==> src/rtl/comp_event_monitor.sv <==
// comp_event_monitor: qualifies comparator g/l/e results, tallies outcomes, raises a hysteresis-filtered sustained-greater alarm
module comp_event_monitor #(
    parameter int CNT_W   = 8,
    parameter int RUN_LEN = 4,
    parameter int HYST    = 2
) (
    input  logic             clk,
    input  logic             rst,
    input  logic             clr,
    input  logic             in_valid,
    input  logic             g,
    input  logic             l,
    input  logic             e,
    output logic [CNT_W-1:0] g_cnt,
    output logic [CNT_W-1:0] l_cnt,
    output logic [CNT_W-1:0] e_cnt,
    output logic [3:0]       run_len,
    output logic             alarm,
    output logic             err
);
    // ALARM and RELEASE share the top bit so alarm is simply state[1]
    localparam logic [1:0] IDLE    = 2'd0;
    localparam logic [1:0] COUNT   = 2'd1;
    localparam logic [1:0] ALARM   = 2'd2;
    localparam logic [1:0] RELEASE = 2'd3;
    localparam logic [3:0] RUN_L   = 4'(RUN_LEN);
    localparam logic [3:0] HYST_L  = 4'(HYST);

    logic [1:0] state, state_nx;
    logic [3:0] rel, rel_nx, run_nx, rel_inc;
    logic       legal, smp, bad;

    // exactly-one-hot check: odd parity excluding the all-ones word
    always_comb begin
        legal   = (g ^ l ^ e) & ~(g & l & e);
        smp     = in_valid & legal;
        bad     = in_valid & ~legal;
        run_nx  = g ? (run_len == 4'hf ? run_len : run_len + 4'd1) : 4'd0;
        rel_inc = rel + 4'd1;
    end

    // next-state logic, only consulted on legal valid samples
    always_comb begin
        state_nx = state;
        rel_nx   = rel;
        case (state)
            IDLE:    state_nx = g ? COUNT : IDLE;
            COUNT:   state_nx = g ? (run_nx == RUN_L ? ALARM : COUNT) : IDLE;
            ALARM: begin
                state_nx = g ? ALARM : (HYST == 1 ? IDLE : RELEASE);
                rel_nx   = g || HYST == 1 ? 4'd0 : 4'd1;
            end
            default: begin
                state_nx = g ? ALARM : (rel_inc == HYST_L ? IDLE : RELEASE);
                rel_nx   = g || rel_inc == HYST_L ? 4'd0 : rel_inc;
            end
        endcase
    end

    // state, run length and sticky error
    always_ff @(posedge clk or posedge rst) begin
        if (rst) begin
            state   <= IDLE;
            rel     <= 4'd0;
            run_len <= 4'd0;
            err     <= 1'b0;
        end else if (clr) begin
            state   <= IDLE;
            rel     <= 4'd0;
            run_len <= 4'd0;
            err     <= 1'b0;
        end else if (smp) begin
            state   <= state_nx;
            rel     <= rel_nx;
            run_len <= run_nx;
        end else if (bad) begin
            err     <= 1'b1;
        end
    end

    // saturating outcome tallies
    always_ff @(posedge clk or posedge rst) begin
        if (rst) begin
            g_cnt <= '0;
            l_cnt <= '0;
            e_cnt <= '0;
        end else if (clr) begin
            g_cnt <= '0;
            l_cnt <= '0;
            e_cnt <= '0;
        end else if (smp) begin
            g_cnt <= g && g_cnt != '1 ? g_cnt + CNT_W'(1) : g_cnt;
            l_cnt <= l && l_cnt != '1 ? l_cnt + CNT_W'(1) : l_cnt;
            e_cnt <= e && e_cnt != '1 ? e_cnt + CNT_W'(1) : e_cnt;
        end
    end

    assign alarm = state[1];
endmodule
==> config.mk <==
export PLATFORM = sky130hd
export DESIGN_NAME = comp_event_monitor
export DESIGN_NICKNAME = d
export VERILOG_FILES = /design/src/rtl/comp_event_monitor.sv
export SDC_FILE = /design/constraint.sdc
export NUM_CORES = 1
export LEC_CHECK = 0
export ABC_AREA = 1
export BUFFER_PORTS_ARGS = -buffer_cell sky130_fd_sc_hd__clkbuf_2
export CAP_MARGIN = 30
export CORE_MARGIN = 2
export CORE_UTILIZATION = 45
export CTS_BUF_LIST = sky130_fd_sc_hd__clkbuf_16
export DETAILED_ROUTE_END_ITERATION = 12
export MAX_ROUTING_LAYER = met4
export PLACE_DENSITY = 0.76
export SLEW_MARGIN = 20
export SYNTH_ARGS = -nofsm -noshare
export SYNTH_HDL_FRONTEND = slang
export SYNTH_SLANG_ARGS = --single-unit
export TNS_END_PERCENT = 20
==> constraint.sdc <==
create_clock -name clk -period 1.8 [get_ports clk]
set_input_delay 0.27 -clock clk [delete_from_list [all_inputs] [get_ports clk]]
set_output_delay 0.27 -clock clk [all_outputs]
set_load 0.01 [all_outputs]
**Yosys cells after proc, flatten, opt, wreduce, memory -nomap -nowiden**

Cells that the tools add are included.

- Register bits after elaboration: 35
- Input port bits: 7
- Output and inout bits: 30
- Word-level logic and storage cells: 77

- $add $sub $neg: 5
- Eq/ne operators: 10
- Mux-type cells: 30
- Bitwise logic cells: 9
- Reduce and logical (&&, ||, !) cells: 16

Operators by type and width:

| kind | number |
|---|---|
| 2-to-1 mux 8 bit | 9 |
| 2-to-1 mux 4 bit | 7 |
| adder 8 x 1 -> 8 bit, second input constant | 3 |
| != test 8 bit, second input constant | 3 |
| 2-to-1 mux 2 bit | 6 |
| AND reduction 2 bit | 5 |
| nonzero test 2 bit | 5 |
| adder 4 x 1 -> 4 bit, second input constant | 2 |
| case mux 4 bit (2 select lines) | 1 |
| 2-to-1 mux 1 bit | 6 |
| case mux 2 bit (3 select lines) | 1 |
| bitwise AND 1 bit | 5 |
| == test 4 x 2 -> 1 bit, second input constant | 1 |
| == test 4 x 3 -> 1 bit, second input constant | 1 |
| == test 4 bit, second input constant | 1 |
| logical AND 1 bit | 3 |
| == test 2 x 1 -> 1 bit, second input constant | 1 |
| == test 2 bit, second input constant | 1 |
| logical NOT 2 bit | 1 |
| != test 2 x 1 -> 1 bit, second input constant | 1 |
| != test 2 bit, second input constant | 1 |
| inverter 1 bit | 2 |
| OR reduction 2 bit | 1 |
| XOR 1 bit | 2 |
| logical OR 1 bit | 1 |

**Logic depth before layout (Yosys ltp)**

Gate-level depths: netlist of run 1.

- Word-level depth: 9
- Gate-level depth with buffers: 11
- Mapped depth without buffers: 11

**Worst setup path before layout of run 1**

No wires, ideal clock.

- Path type: reg2reg
- Start: register g_cnt[1]
- End: register g_cnt[0]
- Library setup time: 0.118 ns
- Data arrival time: 1.379 ns
- Data required time: 1.682 ns
- Path slack: 0.303 ns
- Cell stages (with the launch flop): 10
- Path buffers: 1
- Period minus slack after synthesis: 1.497 ns
- Path through: dfrtp_1 > ha_1 > nand2_1 > nor3_2 > nand2_1 > o21ai_2 > nor2_8 > buf_6 > nand3_2 > o21ai_2

- Longest elaborated chain between the ends: 4

RTL lines:

| element | line | source |
|---|---|---|
| start: declaration | 14 | `output logic [CNT_W-1:0] g_cnt,` |
| start signal: assignment | 92 | `g_cnt <= g && g_cnt != '1 ? g_cnt + CNT_W'(1) : g_cnt;` |
| != test 8 bit | 92 |  |
| logical AND 1 bit | 92 |  |
| nonzero test 2 bit (no line) | -- |  |
| AND reduction 2 bit (no line) | -- |  |

Every way passes these cells.
A chain may end at the register's enable or synchronous reset.

**Worst setup path in the final report of run 1**

- Start: register e_cnt[0]
- End: register e_cnt[5]

- Longest elaborated chain between the ends: 4
- Elaborated cells between the ends (all ways): 8
- Classes of those cells: 1 x add/sub; 1 x eq/ne; 3 x mux; 3 x reduce/logical

RTL lines:

| element | line | source |
|---|---|---|
| start: declaration | 16 | `output logic [CNT_W-1:0] e_cnt,` |
| start signal: assignment | 94 | `e_cnt <= e && e_cnt != '1 ? e_cnt + CNT_W'(1) : e_cnt;` |
| adder 8 x 1 -> 8 bit / != test 8 bit (equally long branches) | 94 |  |
| 2-to-1 mux 8 bit / logical AND 1 bit (equally long branches) | 94 |  |
| 2-to-1 mux 8 bit / nonzero test 2 bit (equally long branches) | -- |  |
| 2-to-1 mux 8 bit / AND reduction 2 bit (equally long branches) | -- |  |

Several ways; a longest one is shown, not always the timed one. The select of a mux whose other input is x is not followed.

==> flow_summary.toml, run 1 <==
[sta]
max_freq_mhz = 597.3
whs_ns = 0.07120
slew_headroom_pct = 69.70
clock_skew_ns = 0.006131
fin_tns_setup_ns = 0
maxSlewViolCount = 0
setup_viol_count_final = 0
fin_crit_sh_pct = 93.01
period_needed_ns = 1.674
hold_viol_final = 0
worstMarginPinSlew_ns = 0.4545

[floorplanning]
core_um2 = 4692
io-pin-count = 37
start_util_pct = 46.40
die_height_um = 73.56
dieArea_um2 = 5410
die_w_um = 73.56
row_count = 25

[clock_network]
clockBufferDepth = 2
hold_buffers = 0
root_buffer = "clkbuf_16"
htreeDepth = 2
cts_sinks = 35
clock_latency_ns = 0.28
cts_buffers = 5
cts_tree = "done"
clk_pin_slew_ns = 0.05

[place]
gp_congestion = 0.8873
dp_hpwl_um = 3346
placed_cell_area_um2 = 2446
dp_cells = 376
port_buffers = 36

[outcome]
status = "completed"

[pwr]
leakage_nw = 1.392
power_mw = 1.857
ir_drop_uv = 580.9
powerDensity_nw_per_um2 = 711.7

[setup_path]
arrival_ns = 1.84
cp-end-kind = "flop"
critPathLaunchType = "flop"
reg2reg_depth = 9
path_buf_inv = 1
crit_path_max_fanout = 5
critical_path_depth = 9
critPathMaxStageDelay_ns = 0.41
crit_slowest_cell = "dfrtp_1"
timing.rr.end = "e_cnt[5]$_DFFE_PP0P_"
r2r_slack_ns = 0.13
required_ns = 1.97
cp_common_cell = "nand2_1"
rr_startpoint = "e_cnt[0]$_DFFE_PP0P_"
path_cells = "ha_1 -> nand3_1 -> nor2_2 -> nand3_1 -> nand2_1 -> o21ai_4 -> clkinvlp_4 -> nand2_1 -> nand2_1"
cp-startpoint = "e_cnt[0]$_DFFE_PP0P_"
cpLargestDelayFamily = "simple AND/OR/NAND/NOR gates"
crit_type = "flop to flop"

[drt]
first_pass_iters = 4
drc_errors = 0
wl_per_cell_um = 11.97
drtIter0Drc = 156
vias_per_cell = 5.109
antenna_left = 0
vias = 1967
wl_um = 4609

[finish]
drive_gt1_share_pct = 24.17
fillers = 452
synthToLayoutAreaGrowth_pct = 19.83
nNetsFinal = 345
final_cells = 385
design_area_um2 = 2609
diodes = 0

[logic_synthesis]
netlist_area_um2 = 2177
synth_edf_count = 0
synth_fp_nets = 298
synthMostInstantiatedCell = "nand2_1"
synthTopCellsByArea = "dfrtp_1 40%, nand2_1 14%, nand3_1 8.5%"
yosysTopAreaCellShare_pct = 40.23
synth_common_cells = "81 x nand2_1, 37 x nand3_1, 35 x dfrtp_1"
ys_warn_count = 0
avgSynthCellArea_um2 = 7.666
ys_types = 34
synth_top_cell_by_area = "dfrtp_1"
synth_seq_area_share_pct = 40.23
syn_inst = 284
synthArstFlopShare_pct = 100.0
synth_flop_cell = "dfrtp_1"
synth_seq_cells = 35

[grt]
grt_use_total_pct = 19.14
grt_max_degree = 36
overflow = 0
grt_pass1_wl_um = 7797
grt_pass1_vias = 1808
antenna_found_initial = 0

[hold_path]
hp-class = "input port to async pin"

[run]
cap_violations = 0
-- cells in the final DEF (no fill, tap or decap), types with 6 or more instances in the layout --
cell / instances
nand2_1: 81
nand3_1: 37
clkbuf_2: 36
dfrtp_1: 35
nor2_1: 29
inv_1: 27
xor2_1: 11
o21ai_2: 8
buf_4: 7
ha_1: 6
-- flip-flops by register name (all words and copies together) (netlist names) --
| name | cells |
|---|---|
| e_cnt | 8 |
| g_cnt | 8 |
| l_cnt | 8 |
| rel | 4 |
| run_len | 4 |
| state | 2 |
| err | 1 |
-- where the power goes --
group	internal (mW)	switching [mW]	total, mW	leakage (nW)
Sequential	0.808	0.0245	0.833	0.485
Combinational	0.0728	0.146	0.219	0.841
Clock	0.497	0.309	0.805	0.0671
-- repair_timing --
action / 4_1_cts / 5_1_grt
resized for setup: 0 / 4
endpoints found under the setup margin: 0 / 6
buffers inserted: 0 / 1
-- stage by stage --
stage | utilization (%) | setup WS (ns)
finish | 55.60 | 0.1257
global route | 55.60 | -0.008835
CTS | 54.99 | 0.1556
detailed placement | 52.13 | -0.01769
global placement | 52.13 | 0.06700
floorplan | - | 0.3031
-- worst reg2reg max path, cell delays in order, from the launching register on --
cell and delay, ns:
dfrtp_1 0.41, ha_1 0.24, nand3_1 0.13, nor2_2 0.07
nand3_1 0.10, nand2_1 0.10, o21ai_4 0.21, clkinvlp_4 0.18
nand2_1 0.08, nand2_1 0.04
-- logic make-up after synthesis --
| family | share of synthesized area (%) |
|---|---|
| adder cells (fa/ha/maj) | 4.023 |
| AND/OR/NAND/NOR | 36.44 |
| flip-flops | 40.23 |
| XOR/XNOR | 5.230 |
| AO/OA/AOI/OAI | 7.414 |
| buffers and inverters | 6.667 |
-- worst max path at each step --
stage,end,slack (ns)
2_1_floorplan,g_cnt[0]$_DFFE_PP0P_,0.30
3_3_place_gp,g_cnt[7]$_DFFE_PP0P_,0.07
3_5_place_dp,g_cnt[7]$_DFFE_PP0P_,-0.02
4_1_cts,e_cnt[7]$_DFFE_PP0P_,0.16
5_1_grt,e_cnt[2]$_DFFE_PP0P_,-0.009
6_report,e_cnt[5]$_DFFE_PP0P_,0.13
-- final cells by class --
cell class / instances / area [um2] / area share, %
clock inverters: 2 / 8.758 / 0.3357
repair inverters: 1 / 7.507 / 0.2878
flip-flops and latches: 35 / 875.8 / 33.57
repair buffers: 43 / 232.7 / 8.921
clock buffers: 5 / 125.1 / 4.796
multi-input cells: 214 / 1170 / 44.84
inverters: 31 / 121.4 / 4.652
well taps: 54 / 67.56 / 2.590
-- per-layer routing --
metal	track usage, %	vias up	routed length [um]
met3	4.664	8	188
met5	-	-	0
li1	-	998	-
met2	31.05	44	2283
met1	23.32	917	2065
met4	6.465	0	72
Note: power is estimated with default switching activity, not from simulation.
==> inputs of run 2 (changes only) <==
--- a/config.mk
+++ b/config.mk
@@ -9,11 +9,11 @@
 export BUFFER_PORTS_ARGS = -buffer_cell sky130_fd_sc_hd__clkbuf_2
 export CAP_MARGIN = 30
 export CORE_MARGIN = 2
-export CORE_UTILIZATION = 45
+export CORE_UTILIZATION = 35
 export CTS_BUF_LIST = sky130_fd_sc_hd__clkbuf_16
 export DETAILED_ROUTE_END_ITERATION = 12
 export MAX_ROUTING_LAYER = met4
-export PLACE_DENSITY = 0.76
+export PLACE_DENSITY = 0.51
 export SLEW_MARGIN = 20
 export SYNTH_ARGS = -nofsm -noshare
 export SYNTH_HDL_FRONTEND = slang
==> flow_summary.toml, run 2 (same netlist as run 1, synthesis figures left out) <==
[setup_path]
r2r_slack_ns = 0.13
crit_slowest_cell = "dfrtp_1"
cp-startpoint = "e_cnt[0]$_DFFE_PP0P_"
reg2reg_depth = 9
arrival_ns = 1.83
critPathLaunchType = "flop"
rr_startpoint = "e_cnt[0]$_DFFE_PP0P_"
cp-end-kind = "flop"
critPathMaxStageDelay_ns = 0.40
worstSetupEndpoint = "e_cnt[7]$_DFFE_PP0P_"
cp_common_cell = "nand2_1"
timing.rr.end = "e_cnt[7]$_DFFE_PP0P_"
path_cells = "ha_1 -> nand3_2 -> nor2_2 -> nand3_1 -> nand2_1 -> o21ai_4 -> clkinvlp_4 -> nand2_1 -> o21ai_1"
required_ns = 1.96
crit_path_max_fanout = 5
crit_type = "flop to flop"

[clock_network]
cts_sinks = 35
root_buffer = "clkbuf_16"
htreeDepth = 2
cts_buffers = 5
clock_latency_ns = 0.27
clk_pin_slew_ns = 0.05
hold_buffers = 0
cts_tree = "done"
clockBufferDepth = 2

[drt]
vias = 1939
antenna_left = 0
drc_errors = 0
drtIter0Drc = 58
wl_per_cell_um = 11.75
wl_um = 4841
vias_per_cell = 4.706
first_pass_iters = 4

[hold_path]
hp-class = "input port to async pin"

[finish]
top_regs = "e_cnt (8), g_cnt (8), l_cnt (8)"
layout_commonest_cell = "nand2_1"
nNetsFinal = 350
diodes = 0
design_area_um2 = 2678
final_cell_mix = "81 x nand2_1, 36 x nand3_1, 36 x clkbuf_2"
synthToLayoutAreaGrowth_pct = 22.99
final_cells = 412
finish.utilization_pct = 44.96
drive_gt1_share_pct = 24.93

[grt]
met3_usage_pct = 3.777
global_route.usage.met1_pct = 20.21
antenna_found_initial = 0
grt_max_degree = 36
met2_usage_pct = 22.95
overflow = 0
grt_use_total_pct = 15.20
busiest_layer = "met2"
grt_pass1_wl_um = 8487
grt_pass1_vias = 1790

[sta]
fin_crit_sh_pct = 92.69
setup_viol_count_final = 0
worstMarginPinSlew_ns = 0.4663
hold_viol_final = 0
whs_ns = 0.07586
fin_tns_setup_ns = 0
max_freq_mhz = 599.3
clock_skew_ns = 0.002238
slew_headroom_pct = 68.91
maxSlewViolCount = 0
period_needed_ns = 1.668
fin_ws_ns = 0.1315
grt_setup_unrepaired = "no"

[floorplanning]
core_um2 = 5956
row_count = 28
die_w_um = 82.87
dieArea_um2 = 6867
start_util_pct = 36.55
io-pin-count = 37
die_height_um = 82.87

[pwr]
powerDensity_nw_per_um2 = 703.0
ir_drop_uv = 376.7
power_mw = 1.882
leakage_nw = 1.423

[run]
cap_violations = 0

[place]
gp_congestion = 0.8194
post-place-ws_ns = 0.06386
placed_cell_area_um2 = 2502
dp_cells = 401
port_buffers = 36
dp_hpwl_um = 3510

[outcome]
status = "completed"
[run 2: cell count changes in the layout (fill, tap and decap cells not counted), sizes merged]
cell	change
buf	+5
inv	+1
[run 2: report_power, final]
group	switching, mW	leakage, nW	internal [mW]	total, mW
clock	0.317	0.0701	0.498	0.814
combinational	0.152	0.868	0.0852	0.238
sequential	0.0221	0.485	0.808	0.830
total	0.491	1.42	1.39	1.88
[run 2: routing by layer]
| metal | share of wire, % | vias up |
|---|---|---|
| met5 | 0 | - |
| met1 | 49 | 891 |
| li1 | - | 1010 |
| met2 | 47 | 34 |
| met4 | 1.2 | 0 |
| met3 | 3.2 | 4 |
[run 2: how the worst min path moves through the flow]
stage	from	endpoint	slack, ns	cells past startpoint
finish	rst	g_cnt[1]$_DFFE_PP0P_	0.08	3
global route	rst	l_cnt[5]$_DFFE_PP0P_	0.13	3
CTS	rst	l_cnt[5]$_DFFE_PP0P_	0.10	3
detailed placement	rst	l_cnt[4]$_DFFE_PP0P_	0.40	3
global placement	rst	l_cnt[5]$_DFFE_PP0P_	0.39	3
floorplan	rst	e_cnt[0]$_DFFE_PP0P_	0.42	1
[run 2: repair_timing]
item                                    4_1_cts  5_1_grt
resized for setup                             0        4
endpoints found under the setup margin        0        4
setup buffers                                 0        2
[run 2: worst max-delay path: cells and delay by family, from the launching register on]
kind	cells	cell delay [ns]
buffers and inverters	1	0.17
adders and majority gates	1	0.24
AOI/OAI and AO/OA	2	0.30
and+or+nand+nor	5	0.46
DFF	1	0.40
[run 2: area by class of cell]
type / count / area [um2]
Fill cell: 650 / 3278
Timing Repair Buffer: 48 / 270.3
Inverter: 31 / 121.4
Sequential cell: 35 / 875.8
Multi-Input combinational cell: 214 / 1172
Clock inverter: 3 / 11.26
Timing Repair inverter: 1 / 7.507
Tap cell: 75 / 93.84
Clock buffer: 5 / 125.1
